<file path="config.mk">
export PLATFORM = sky130hd
export DESIGN_NAME = fp32_divider
export DESIGN_NICKNAME = d
export VERILOG_FILES = /design/src/rtl/fp32_pkg.sv /design/src/rtl/fp32_mant_divider.sv /design/src/rtl/fp32_divider.sv
export SDC_FILE = /design/constraint.sdc
export NUM_CORES = 1
export LEC_CHECK = 0
export CAP_MARGIN = 20
export CORE_MARGIN = 1.5
export CORE_UTILIZATION = 30
export DETAILED_ROUTE_END_ITERATION = 8
export HOLD_SLACK_MARGIN = 0.15
export MAX_ROUTING_LAYER = met4
export PLACE_DENSITY = 0.56
export SYNTH_ARGS = -nofsm -noshare
export SYNTH_HDL_FRONTEND = slang
export SYNTH_SLANG_ARGS = --single-unit
</file>
<file path="constraint.sdc">
create_clock -name clk -period 3.4 [get_ports clk]
set_clock_uncertainty 0.05 [all_clocks]
set_input_delay 0.51 -clock clk [delete_from_list [all_inputs] [get_ports clk]]
set_output_delay 0.51 -clock clk [all_outputs]
set_load 0.05 [all_outputs]
</file>
<file path="src/rtl/fp32_pkg.sv">
`default_nettype none
// ============================================================================
//  Module   : fp32_pkg
//  Brief    : Shared types, constants and operand classifiers for the FP32
//             multiplier/divider pair.
//  Revision : 1.0 - initial release
// ============================================================================
package fp32_pkg;

   // Field widths of an IEEE-754 single-precision word
   localparam int EXP_W  = 8;
   localparam int FRAC_W = 23;
   localparam int MANT_W = 24;   // significand with hidden one

   // Quotient bits produced: 24 significand + 1 normalization + 1 spare
   localparam int ITER  = 26;
   localparam int CNT_W = 5;
   localparam logic [CNT_W-1:0] CNT_LAST = CNT_W'(ITER - 1);

   // Exponent arithmetic runs in 10-bit signed to catch overflow/underflow
   localparam int EXPC_W = 10;
   localparam logic signed [EXPC_W-1:0] BIAS    = 10'sd127;
   localparam logic signed [EXPC_W-1:0] EXP_MAX = 10'sd255;

   localparam logic [31:0] QNAN    = 32'h7FC0_0000;
   localparam logic [31:0] POS_INF = 32'h7F80_0000;

   typedef enum logic [2:0] {
      ST_IDLE      = 3'd0,
      ST_CHECK     = 3'd1,
      ST_DIVIDE    = 3'd2,
      ST_NORMALIZE = 3'd3,
      ST_DONE      = 3'd4
   } state_t;

   typedef struct packed {
      logic nan;
      logic inf;
      logic ovf;
      logic unf;
      logic dz;
   } fp_flags_t;

   // Exponent all-ones with nonzero fraction
   function automatic logic is_nan(input logic [EXP_W-1:0] e, input logic [FRAC_W-1:0] f);
      return (e == '1) && (f != '0);
   endfunction

   // Exponent all-ones with zero fraction
   function automatic logic is_inf(input logic [EXP_W-1:0] e, input logic [FRAC_W-1:0] f);
      return (e == '1) && (f == '0);
   endfunction

   // Exponent zero: true zero or denormal, both treated as zero
   function automatic logic is_zero(input logic [EXP_W-1:0] e);
      return (e == '0);
   endfunction

endpackage
`default_nettype wire

</file>
<file path="src/rtl/fp32_mant_divider.sv">
`default_nettype none
// ============================================================================
//  Module   : fp32_mant_divider
//  Brief    : Restoring radix-2 significand divider, one quotient bit per
//             step. q[ITER-1] carries weight 2^0.
//  Revision : 1.0 - initial release
// ============================================================================
module fp32_mant_divider
   import fp32_pkg::*;
(
   input  logic              clk,
   input  logic              rst,
   input  logic              i_load,
   input  logic              i_step,
   input  logic [MANT_W-1:0] i_ma,
   input  logic [MANT_W-1:0] i_mb,
   output logic [ITER-1:0]   o_q
);

   // Remainder needs one extra bit: after the shift it may reach 2*mb - 1
   logic [MANT_W:0]   r_rem;
   logic [MANT_W-1:0] r_mb;
   logic [ITER-1:0]   r_q;

   logic              w_ge;
   logic [MANT_W-1:0] w_rem_next;

   // Trial subtraction; a successful difference is below mb so fits 24 bits
   always_comb begin
      w_ge       = (r_rem >= {1'b0, r_mb});
      w_rem_next = r_rem[MANT_W-1:0];
      if (w_ge) begin
         w_rem_next = r_rem[MANT_W-1:0] - r_mb;
      end
   end

   // Load operands, then shift one quotient bit in per step
   always_ff @(posedge clk) begin
      if (rst) begin
         r_rem <= '0;
         r_mb  <= '0;
         r_q   <= '0;
      end else if (i_load) begin
         r_rem <= {1'b0, i_ma};
         r_mb  <= i_mb;
         r_q   <= '0;
      end else if (i_step) begin
         r_rem <= {w_rem_next, 1'b0};
         r_q   <= {r_q[ITER-2:0], w_ge};
      end
   end

   assign o_q = r_q;

endmodule
`default_nettype wire

</file>
<file path="src/rtl/fp32_divider.sv">
`default_nettype none
// ============================================================================
//  Module   : fp32_divider
//  Brief    : Iterative IEEE-754 single-precision divider. Special operands
//             resolve in CHECK; finite operands take a fixed 29-cycle path
//             through the restoring significand core. Truncating, denormals
//             flushed to zero.
//  Revision : 1.0 - initial release
// ============================================================================
module fp32_divider
   import fp32_pkg::*;
(
   input  logic        clk,
   input  logic        rst,
   input  logic        start_i,
   input  logic [31:0] a_i,
   input  logic [31:0] b_i,
   output logic [31:0] quotient_o,
   output logic        done_o,
   output logic        busy_o,
   output logic        nan_o,
   output logic        infinit_o,
   output logic        overflow_o,
   output logic        underflow_o,
   output logic        div_zero_o
);

   state_t                   r_state;
   state_t                   w_state_next;

   logic [31:0]              r_a;
   logic [31:0]              r_b;
   logic signed [EXPC_W-1:0] r_exp;
   logic [CNT_W-1:0]         r_cnt;
   logic [31:0]              r_quot;
   fp_flags_t                r_flags;
   logic                     r_done;

   logic                     w_load;
   logic                     w_step;
   logic [ITER-1:0]          w_q;

   // Operand classification of the captured words
   logic w_sign;
   logic w_a_nan, w_a_inf, w_a_zero;
   logic w_b_nan, w_b_inf, w_b_zero;

   assign w_sign   = r_a[31] ^ r_b[31];
   assign w_a_nan  = is_nan(r_a[30:23], r_a[22:0]);
   assign w_a_inf  = is_inf(r_a[30:23], r_a[22:0]);
   assign w_a_zero = is_zero(r_a[30:23]);
   assign w_b_nan  = is_nan(r_b[30:23], r_b[22:0]);
   assign w_b_inf  = is_inf(r_b[30:23], r_b[22:0]);
   assign w_b_zero = is_zero(r_b[30:23]);

   logic                     w_special;
   logic [31:0]              w_spec_q;
   fp_flags_t                w_spec_flags;
   logic signed [EXPC_W-1:0] w_exp_init;

   // Special-operand resolution in priority order; sign applies to all but NaN
   always_comb begin
      w_special    = 1'b1;
      w_spec_q     = '0;
      w_spec_flags = '0;
      if (w_a_nan || w_b_nan || (w_a_zero && w_b_zero) || (w_a_inf && w_b_inf)) begin
         w_spec_q         = QNAN;
         w_spec_flags.nan = 1'b1;
         w_spec_flags.inf = w_a_inf && w_b_inf;
      end else if (w_a_inf) begin
         w_spec_q         = POS_INF | {w_sign, 31'b0};
         w_spec_flags.inf = 1'b1;
      end else if (w_b_inf) begin
         w_spec_q         = {w_sign, 31'b0};
         w_spec_flags.inf = 1'b1;
      end else if (w_b_zero) begin
         w_spec_q        = POS_INF | {w_sign, 31'b0};
         w_spec_flags.dz = 1'b1;
      end else if (w_a_zero) begin
         w_spec_q = {w_sign, 31'b0};
      end else begin
         w_special = 1'b0;
      end
      w_exp_init = $signed({2'b00, r_a[30:23]}) - $signed({2'b00, r_b[30:23]}) + BIAS;
   end

   logic                     w_shift;
   logic [FRAC_W-1:0]        w_frac;
   logic signed [EXPC_W-1:0] w_exp_n;
   logic [31:0]              w_norm_q;
   fp_flags_t                w_norm_flags;

   // Normalize: a quotient below 1.0 shifts left once; then range-check exponent
   always_comb begin
      w_shift      = ~w_q[ITER-1];
      w_frac       = w_shift ? w_q[ITER-3:1] : w_q[ITER-2:2];
      w_exp_n      = w_shift ? (r_exp - 10'sd1) : r_exp;
      w_norm_flags = '0;
      if (w_exp_n >= EXP_MAX) begin
         w_norm_q         = POS_INF | {w_sign, 31'b0};
         w_norm_flags.ovf = 1'b1;
      end else if (w_exp_n <= 10'sd0) begin
         w_norm_q         = {w_sign, 31'b0};
         w_norm_flags.unf = 1'b1;
      end else begin
         w_norm_q = {w_sign, w_exp_n[EXP_W-1:0], w_frac};
      end
   end

   // Bits that never reach the result: truncated LSB and exponent headroom
   logic w_unused_bits;
   assign w_unused_bits = &{1'b0, w_q[0], w_exp_n[EXPC_W-1:EXP_W]};

   // State register
   always_ff @(posedge clk) begin
      if (rst) begin
         r_state <= ST_IDLE;
      end else begin
         r_state <= w_state_next;
      end
   end

   // Next-state and core control
   always_comb begin
      w_state_next = r_state;
      w_load       = 1'b0;
      w_step       = 1'b0;
      case (r_state)
         ST_IDLE: begin
            if (start_i) begin
               w_state_next = ST_CHECK;
            end
         end
         ST_CHECK: begin
            if (w_special) begin
               w_state_next = ST_DONE;
            end else begin
               w_load       = 1'b1;
               w_state_next = ST_DIVIDE;
            end
         end
         ST_DIVIDE: begin
            w_step = 1'b1;
            if (r_cnt == CNT_LAST) begin
               w_state_next = ST_NORMALIZE;
            end
         end
         ST_NORMALIZE: begin
            w_state_next = ST_DONE;
         end
         ST_DONE: begin
            w_state_next = ST_IDLE;
         end
         default: begin
            w_state_next = ST_IDLE;
         end
      endcase
   end

   // Operand capture, step counting, and result/flag registers
   always_ff @(posedge clk) begin
      if (rst) begin
         r_a     <= '0;
         r_b     <= '0;
         r_exp   <= '0;
         r_cnt   <= '0;
         r_quot  <= '0;
         r_flags <= '0;
         r_done  <= 1'b0;
      end else begin
         r_done <= (w_state_next == ST_DONE);
         case (r_state)
            ST_IDLE: begin
               if (start_i) begin
                  r_a     <= a_i;
                  r_b     <= b_i;
                  r_quot  <= '0;
                  r_flags <= '0;
               end
            end
            ST_CHECK: begin
               r_cnt <= '0;
               r_exp <= w_exp_init;
               if (w_special) begin
                  r_quot  <= w_spec_q;
                  r_flags <= w_spec_flags;
               end
            end
            ST_DIVIDE: begin
               r_cnt <= r_cnt + 1'b1;
            end
            ST_NORMALIZE: begin
               r_quot  <= w_norm_q;
               r_flags <= w_norm_flags;
            end
            default: begin
            end
         endcase
      end
   end

   fp32_mant_divider u_mant_div (
      .clk    (clk),
      .rst    (rst),
      .i_load (w_load),
      .i_step (w_step),
      .i_ma   ({1'b1, r_a[22:0]}),
      .i_mb   ({1'b1, r_b[22:0]}),
      .o_q    (w_q)
   );

   assign quotient_o  = r_quot;
   assign done_o      = r_done;
   assign busy_o      = (r_state != ST_IDLE);
   assign nan_o       = r_flags.nan;
   assign infinit_o   = r_flags.inf;
   assign overflow_o  = r_flags.ovf;
   assign underflow_o = r_flags.unf;
   assign div_zero_o  = r_flags.dz;

endmodule
`default_nettype wire
</file>
Word-level counts from Yosys, hierarchy flattened
Index checks and enable logic that the tools add are counted.
{"block": "op_classes", "addsub": 5, "n_lt_le_gt_ge": 3, "n_eq_ne": 9, "n_mux": 42, "bitwise": 1, "n_reduce_logical": 23}
{"op": "2-to-1 mux 32 bit", "n": 7}
{"op": "case mux 32 bit (3 select lines)", "n": 1}
{"op": "2-to-1 mux 24 bit", "n": 3}
{"op": "2-to-1 mux 31 bit", "n": 2}
{"op": "logical NOT 23 bit", "n": 2}
{"op": "nonzero test 23 bit", "n": 2}
{"op": "greater-or-equal comparator 25 x 24 -> 1 bit", "n": 1}
{"op": "subtractor 24 bit", "n": 1}
{"op": "2-to-1 mux 23 bit", "n": 1}
{"op": "2-to-1 mux 1 bit", "n": 19}
{"op": "equality test 8 bit (second input constant)", "n": 2}
{"op": "logical NOT 8 bit", "n": 2}
{"op": "case mux 5 bit (3 select lines)", "n": 1}
{"op": "case mux 3 bit (4 select lines)", "n": 1}
{"op": "adder 9 x 8 -> 10 bit (second input constant)", "n": 1}
{"op": "greater-or-equal comparator 10 x 9 -> 1 bit (second input constant)", "n": 1}
{"op": "<= comparator 10 x 1 -> 1 bit (second input constant)", "n": 1}
{"op": "2-to-1 mux 10 bit", "n": 1}
{"op": "2-to-1 mux 5 bit", "n": 2}
{"op": "case mux 5 bit (2 select lines)", "n": 1}
{"op": "subtractor 10 x 2 -> 10 bit (second input constant)", "n": 1}
{"op": "2-to-1 mux 3 bit", "n": 3}
{"op": "subtractor 8 x 8 -> 9 bit", "n": 1}
{"op": "equality test 3 x 2 -> 1 bit (second input constant)", "n": 2}
{"op": "other kinds (14)", "n": 24}
{"block": "totals", "register_bits": 195, "in_bits": 67, "out_inout_bits": 39}

Logic depth before layout (Yosys ltp)
Gate-level depths: netlist (run 1).
{"block": "logic_depth", "word_depth": 9, "mapped_depth": 13, "depth_no_buf": 12}

Hierarchy
A second synthesis (run 1) with hierarchy kept.
{"block": "hier_totals", "hier_cells": 1159, "hier_area_um2": 9882.0}
{"module": "fp32_divider", "instances": 1, "cells_per_inst": 689, "area_each_um2": 5627.9}
{"module": "fp32_mant_divider", "instances": 1, "cells_per_inst": 470, "area_each_um2": 4254.1}

Least setup slack after synthesis (run 1)
OpenSTA, ideal clock, no wires.
{"block": "synth_path", "path_type": "reg2reg", "start": "register u_mant_div.r_mb[1]", "end": "register u_mant_div.r_rem[22]", "setup_time_ps": 122, "arrival_time_ps": 2365, "slack_ps": 864, "stages_incl_launch_ff": 11, "synth_period_minus_slack_ps": 2536, "path_cell_list": "dfxtp_1 > inv_1 > ha_1 > nor2b_1 > o31a_1 > o31ai_1 > a211o_1 > a211oi_4 > o21a_4 > and2_2 > a221o_1"}
{"block": "synth_via", "elab_chain_len": 4}
{"element": "from (decl)", "line": "fp32_mant_divider.sv:22", "rtl": "logic [MANT_W-1:0] r_mb;"}
{"element": "from (signal assigned)", "line": "fp32_mant_divider.sv:45", "rtl": "r_mb <= i_mb;"}
{"element": "subtractor 24 bit or greater-or-equal comparator 25 x 24 -> 1 bit (tied branches)", "line": "fp32_mant_divider.sv:33, fp32_mant_divider.sv:30"}
{"element": "2-to-1 mux 24 bit (*)", "line": "fp32_mant_divider.sv:32", "rtl": "if (w_ge) begin"}
{"element": "2-to-1 mux 24 bit (*)", "line": "fp32_mant_divider.sv:47", "rtl": "end else if (i_step) begin"}
{"element": "2-to-1 mux 24 bit (*)", "line": "fp32_mant_divider.sv:43", "rtl": "end else if (i_load) begin"}
{"element": "to (signal assigned)", "line": "fp32_mant_divider.sv:44", "rtl": "r_rem <= {1'b0, i_ma};"}
{"element": "to (signal assigned)", "line": "fp32_mant_divider.sv:48", "rtl": "r_rem <= {w_rem_next, 1'b0};"}
{"element": "to (decl)", "line": "fp32_mant_divider.sv:21", "rtl": "logic [MANT_W:0] r_rem;"}
Every way passes the cells marked *; elsewhere a longest branch is shown, timed or not. The select of a mux whose other input is x is not followed.
A chain may end at the register's enable or synchronous reset.

Worst setup path after layout (run 1)
{"block": "layout_path", "start": "register u_mant_div.r_mb[14]", "end": "register u_mant_div.r_rem[16]"}
Same word-level chain as after synthesis.

==> impl_metrics.env, run 1 <==
export IMPL_ys_async_sr_fraction_pct=0
export IMPL_dieWidth_um=184
export IMPL_cts_made_buffers=17
export IMPL_track_usage_pct=16.9
export IMPL_hold_end="u_mant_div.r_mb[6]$_SDFFE_PP0P_"
export IMPL_setup_viol=0
export IMPL_grt_setup_unrepaired="no"
export IMPL_synth_edf_count=0
export IMPL_cts_root_buffer="clkbuf_16"
export IMPL_instances_no_fill=1757
export IMPL_ys_seq_area_share_pct=39.7
export IMPL_worstMarginPinSlew_ps=862
export IMPL_cp_end_kind="flop"
export IMPL_synth_top_cell_area_share_pct=39.7
export IMPL_drc=0
export IMPL_swShare_pct=34.1
export IMPL_max_slew_margin_rel_pct=42.5
export IMPL_netSwitchingPower_w=0.00216
export IMPL_tns_ps=0
export IMPL_avgSynthCellArea_um2=7.93
export IMPL_h_tree_depth=4
export IMPL_crit_type="flop to flop"
export IMPL_drtIter0Drc=702
export IMPL_via_count=8831
export IMPL_status="finished clean"
export IMPL_clockBufferDepth=2
export IMPL_min_delay_path_class="flop to flop"
export IMPL_p_seq_share_pct=39.9
export IMPL_synthCells=1241
export IMPL_fill_cells=3399
export IMPL_avgViaCountPerCell=5.03
export IMPL_drive_gt1_share_pct=5.63
export IMPL_power_w=0.00632
export IMPL_clkLatencyLatePin_ps=440
export IMPL_cts_tree="built"
export IMPL_synth_cell_type_count=72
export IMPL_ios=106
export IMPL_cts_sinks=195
export IMPL_required_ps=3640
export IMPL_dp_hpwl_um=19900
export IMPL_finalMaxSlewViolations=0
export IMPL_final_hold_viol_count=0
export IMPL_wl_per_cell_um=15.7
export IMPL_clockPowerShare_pct=32.0
export IMPL_cp_start_kind="flop"
export IMPL_grt_pass1_vias=8222
export IMPL_final_antenna_net_count=0
export IMPL_core_area_mm2=0.0325
export IMPL_final_common_cell="nand2_1"
export IMPL_internal_power_w=0.00416
export IMPL_clkSlewWorstSetupHoldPaths_ps=90
export IMPL_start_util_pct=30.3
export IMPL_wl_um=27500
export IMPL_holdPathStages=2
export IMPL_syn2layout_area_growth_pct=20.0
export IMPL_gp_congestion=0.903
export IMPL_ys_seq_elements=195
export IMPL_grt_overflow=0
export IMPL_post_cts_resize_count=0
export IMPL_leakage_nw=4.16
export IMPL_antenna_found_initial=1
export IMPL_yosys_warnings=0
export IMPL_r2r_slack_ps=370
export IMPL_fin_crit_ps=3030
export IMPL_synth_area_leaders="dfxtp_1 40%, nand2_1 11%, a21oi_1 9.1%, ha_1 4.6%, mux2i_1 2.5%"
export IMPL_placed_cells=1725
export IMPL_syn_nets=1346
export IMPL_syn_cell_area_mm2=0.00984
export IMPL_synth_largest_area_cell="dfxtp_1"
export IMPL_r2r_end="u_mant_div.r_rem[16]$_SDFFE_PP0P_"
export IMPL_nets=1407
export IMPL_synthFlopType="dfxtp_1"
export IMPL_portBuffers=105
export IMPL_r2r_start="u_mant_div.r_mb[14]$_SDFFE_PP0P_"
export IMPL_reg2reg_depth=10
export IMPL_post_cts_setup_buffer_count=0
export IMPL_cp_max_fo=12
export IMPL_max_cap_viol_count=0
export IMPL_die_area_mm2=0.0339
export IMPL_cts_hold_buf=0
export IMPL_grt_pass1_wl_um=44300
export IMPL_vdd_ir_drop_max_mv=0.371
export IMPL_min_from="u_mant_div.r_mb[6]$_SDFFE_PP0P_"
export IMPL_die_y_um=184
export IMPL_combPwrFrac_pct=28.1
export IMPL_drt_pre_antenna_iters=5
export IMPL_fmax_ghz=0.330
export IMPL_rows=66
export IMPL_period_share_pct=89.2
export IMPL_power_per_cell_area_mw_per_mm2=535
export IMPL_arrival_ps=3280
export IMPL_final_cell_mix="281 x nand2_1, 194 x dfxtp_1, 178 x a21oi_1"
export IMPL_grt_start_max_net_pins=57
worst max-delay path, cell delays in order, from the launching register on:
cell and delay (ps):
dfxtp_1 330, inv_1 40, ha_1 360, and3_1 350, nand3_4 120, o41a_1 470, a211oi_4 370, nor3_4 150
buf_4 260, a221oi_1 260, o2bb2ai_1 110
state kept, by name, indices dropped and copies added (netlist names), 3 cells and up:
name and count:
r_exp 10, r_a 32, u_mant_div.r_rem 25, r_cnt 5, quotient_o 32, u_mant_div.r_mb 24
r_state 3, r_b 32, u_mant_div.o_q 26
through the flow:
step	area, um^2	hold WS [ps]	setup slack, ps	util [%]
floorplan	9840	379	864	-
global placement	11200	394	307	34.6
detailed placement	11200	396	177	34.6
CTS	11800	410	148	36.4
global route	11800	417	152	36.4
finish	11800	407	368	36.4
cells by family (layout without fill, tap and decap cells):
kind of cell	count (synthesis)	count (layout)	synth area share, %
AND/OR/NAND/NOR	472	472	21.7
multiplexers	25	25	2.54
buffers and inverters	125	198	5.39
other	0	1	0
adder cells (fa/ha/maj)	38	38	4.98
AO/OA/AOI/OAI	350	350	22.5
flip-flops	195	195	39.7
XOR/XNOR	36	36	3.20
cells in the mapped netlist, types with 3 or more instances:
| cell | count |
|---|---|
| nand2_1 | 282 |
| mux2i_1 | 25 |
| o31ai_1 | 7 |
| inv_1 | 47 |
| dfxtp_1 | 195 |
| nor2b_1 | 12 |
| a21oi_1 | 178 |
| buf_2 | 10 |
| buf_4 | 3 |
| clkbuf_1 | 55 |
| xnor2_1 | 24 |
| nand4_1 | 14 |
| ha_1 | 36 |
| xor2_1 | 12 |
| nand3_1 | 19 |
| a21o_1 | 10 |
| o21bai_1 | 3 |
| and3_1 | 16 |
| a32oi_1 | 3 |
| buf_6 | 5 |
| a221oi_1 | 8 |
| a22oi_1 | 16 |
| a221oi_2 | 5 |
| o21a_1 | 7 |
| or2_2 | 6 |
| a21boi_0 | 3 |
| or4_1 | 5 |
| o2bb2ai_1 | 25 |
| or3_1 | 5 |
| a211oi_1 | 7 |
| a31oi_1 | 15 |
| nor3_1 | 17 |
| nor4_1 | 11 |
| nand2b_1 | 5 |
| o21ai_0 | 30 |
| o211ai_1 | 5 |
| o22ai_1 | 6 |
| buf_1 | 4 |
| nor2_1 | 56 |
| a211o_1 | 3 |
| and2_1 | 8 |
how the worst max path moves through the flow:
| stage | from | to | slack, ps | cells after the start |
|---|---|---|---|---|
| 2_1_floorplan | u_mant_div.r_mb[1]$_SDFFE_PP0P_ | u_mant_div.r_rem[22]$_SDFFE_PP0P_ | 860 | 10 |
| 3_3_place_gp | u_mant_div.r_mb[1]$_SDFFE_PP0P_ | u_mant_div.r_rem[18]$_SDFFE_PP0P_ | 310 | 11 |
| 6_report | u_mant_div.r_mb[14]$_SDFFE_PP0P_ | u_mant_div.r_rem[16]$_SDFFE_PP0P_ | 370 | 10 |
| 3_5_place_dp | u_mant_div.r_mb[1]$_SDFFE_PP0P_ | u_mant_div.r_rem[3]$_SDFFE_PP0P_ | 180 | 11 |
| 5_1_grt | u_mant_div.r_mb[16]$_SDFFE_PP0P_ | u_mant_div.r_rem[16]$_SDFFE_PP0P_ | 150 | 10 |
| 4_1_cts | u_mant_div.r_mb[1]$_SDFFE_PP0P_ | u_mant_div.r_rem[18]$_SDFFE_PP0P_ | 150 | 11 |
area by class of cell:
class	count	area (um^2)	share of cell area (%)
Clock inverter	13	140	1.19
Inverter	48	180	1.53
Multi-Input combinational cell	921	5430	45.9
Sequential cell	195	3910	33.1
Antenna cell	1	2.50	0.0212
Clock buffer	18	439	3.72
Timing Repair Buffer	119	1170	9.87
Tap cell	442	553	4.68
power by group through the flow:
| stage | logic [W] | clock network (W) | registers, W |
|---|---|---|---|
| 2_1_floorplan | 0.00130 | 0 | 0.00255 |
| 4_1_cts | 0.00176 | 0.00208 | 0.00252 |
| 3_5_place_dp | 0.00175 | 0 | 0.00257 |
| 5_1_grt | 0.00196 | 0.00217 | 0.00254 |
| 3_3_place_gp | 0.00175 | 0 | 0.00257 |
| 6_report | 0.00177 | 0.00202 | 0.00252 |
metal layers:
metal | track usage, % | part of all wire, %
met5 | - | 0
met2 | 25.1 | 43
met3 | 2.75 | 4.4
met4 | 5.05 | 1.9
met1 | 23.5 | 51
Note: power is estimated with default switching activity, not from simulation.
==> run 2, diff against run 1 <==
==> constraint.sdc (replaced) <==
create_clock -name clk -period 3.8 [get_ports clk]
set_clock_uncertainty 0.05 [all_clocks]
set_input_delay 0.57 -clock clk [delete_from_list [all_inputs] [get_ports clk]]
set_output_delay 0.57 -clock clk [all_outputs]
set_load 0.05 [all_outputs]
==> impl_metrics.env, run 2 (synthesis results as in run 1) <==
export IMPL_max_cap_viol_count=0
export IMPL_grt_overflow=0
export IMPL_crit_path_cell_trace="inv_1 > ha_1 > nor2b_1 > o31a_1 > o31ai_1 > a211o_1 > a211oi_4 > nor3_2 > buf_4 > a22oi_1 > a31oi_1"
export IMPL_fill_cells=3411
export IMPL_die_area_mm2=0.0339
export IMPL_cpMaxStageDelayCell="nor3_2"
export IMPL_dieWidth_um=184
export IMPL_fin_crit_ps=3230
export IMPL_cp_end_kind="flop"
export IMPL_drive_gt1_share_pct=5.56
export IMPL_antenna_found_initial=0
export IMPL_core_area_mm2=0.0325
export IMPL_final_cell_mix="281 x nand2_1, 194 x dfxtp_1, 178 x a21oi_1"
export IMPL_grt_setup_unrepaired="no"
export IMPL_clkLatencyLatePin_ps=440
export IMPL_nets=1406
export IMPL_wl_um=27100
export IMPL_setup_viol=0
export IMPL_via_count=8792
export IMPL_fin_util_pct=36.3
export IMPL_drtIter0Drc=666
export IMPL_clkSlewWorstSetupHoldPaths_ps=80
export IMPL_wl_per_cell_um=15.4
export IMPL_avgViaCountPerCell=5.01
export IMPL_cts_root_buffer="clkbuf_16"
export IMPL_cts_sinks=195
export IMPL_grt_pass1_vias=8162
export IMPL_crit_type="flop to flop"
export IMPL_dp_hpwl_um=19700
export IMPL_arrival_ps=3550
export IMPL_h_tree_depth=4
export IMPL_grt_pass1_wl_um=43600
export IMPL_track_usage_pct=16.7
export IMPL_crit_path_max_incr_delay_ps=710
export IMPL_final_hold_viol_count=0
export IMPL_worstMarginPinSlew_ps=927
export IMPL_start_util_pct=30.3
export IMPL_rows=66
export IMPL_finalMaxSlewViolations=0
export IMPL_post_cts_setup_buffer_count=0
export IMPL_post_cts_resize_count=0
export IMPL_crit_family="compound AO/OA/AOI/OAI gates"
export IMPL_cp_start_kind="flop"
export IMPL_cts_tree="built"
export IMPL_drc=0
export IMPL_final_antenna_net_count=0
export IMPL_required_ps=4120
export IMPL_diodes=0
export IMPL_fmax_ghz=0.309
export IMPL_gp_congestion=0.846
export IMPL_cts_made_buffers=17
export IMPL_ff_latch_area_mm2=0.00391
export IMPL_power_per_cell_area_mw_per_mm2=476
export IMPL_leakage_nw=4.14
export IMPL_status="finished clean"
export IMPL_tns_ps=0
export IMPL_period_share_pct=85.0
export IMPL_final_common_cell="nand2_1"
export IMPL_drt_pre_antenna_iters=5
export IMPL_multiInputGateArea_mm2=0.00542
export IMPL_vdd_ir_drop_max_mv=0.315
export IMPL_min_delay_path_class="flop to flop"
export IMPL_die_y_um=184
export IMPL_portBuffers=105
export IMPL_ios=106
export IMPL_cp_max_fo=12
export IMPL_worstPathBufferInverterCount=2
export IMPL_cts_hold_buf=0
export IMPL_clockBufferDepth=2
export IMPL_syn2layout_area_growth_pct=19.7
export IMPL_grt_start_max_net_pins=146
export IMPL_max_slew_margin_rel_pct=37.8
## run 2: path summary, 6_finish.rpt
kind / from / endpoint / slack [ps] / depth (start not counted)
min reg2reg: u_mant_div.r_mb[11]$_SDFFE_PP0P_ / u_mant_div.r_mb[11]$_SDFFE_PP0P_ / 410 / 2
max reg2reg: u_mant_div.r_mb[1]$_SDFFE_PP0P_ / u_mant_div.r_rem[18]$_SDFFE_PP0P_ / 570 / 11
max: u_mant_div.r_mb[1]$_SDFFE_PP0P_ / u_mant_div.r_rem[18]$_SDFFE_PP0P_ / 570 / 11
min: u_mant_div.r_mb[11]$_SDFFE_PP0P_ / u_mant_div.r_mb[11]$_SDFFE_PP0P_ / 410 / 2
## run 2: worst min-delay path, cell delays in order (launching register included)
cell and delay [ps]:
dfxtp_1 310, nand2_1 50, a21oi_1 50
## run 2: per-stage QoR
stage	power [W]	hold slack [ps]	std cells	setup WS (ps)	cell area [um^2]
after detailed placement	0.00387	397	1724	571	11200
final	0.00561	406	1756	568	11800
after global placement	0.00386	393	1724	658	11200
after CTS	0.00564	408	1756	544	11800
after floorplan	0.00344	379	1241	1260	9840
after global routing	0.00589	422	1756	324	11800
## run 2: final cells by class
| cell class | count | share of cell area (%) |
|---|---|---|
| Clock buffer | 20 | 3.88 |
| Tap cell | 442 | 4.69 |
| Timing Repair Buffer | 118 | 9.84 |
| Inverter | 48 | 1.53 |
| Multi-Input combinational cell | 921 | 46.0 |
| Sequential cell | 195 | 33.1 |
| Clock inverter | 12 | 0.913 |
## run 2: power breakdown
| part | internal, W | switching, W |
|---|---|---|
| combinational | 0.000635 | 0.000950 |
| sequential | 0.00215 | 0.000109 |
| clock | 0.000898 | 0.000868 |
| total | 0.00368 | 0.00193 |
## run 2: metal layers
layer  vias up  GRT usage, %  share of wire [%]
li1       4477             -                  -
met1      4091          23.8                 52
met2       202          24.6                 43
met3        22          2.47                3.9
met4         0          3.90                1.1
met5         -             -                  0
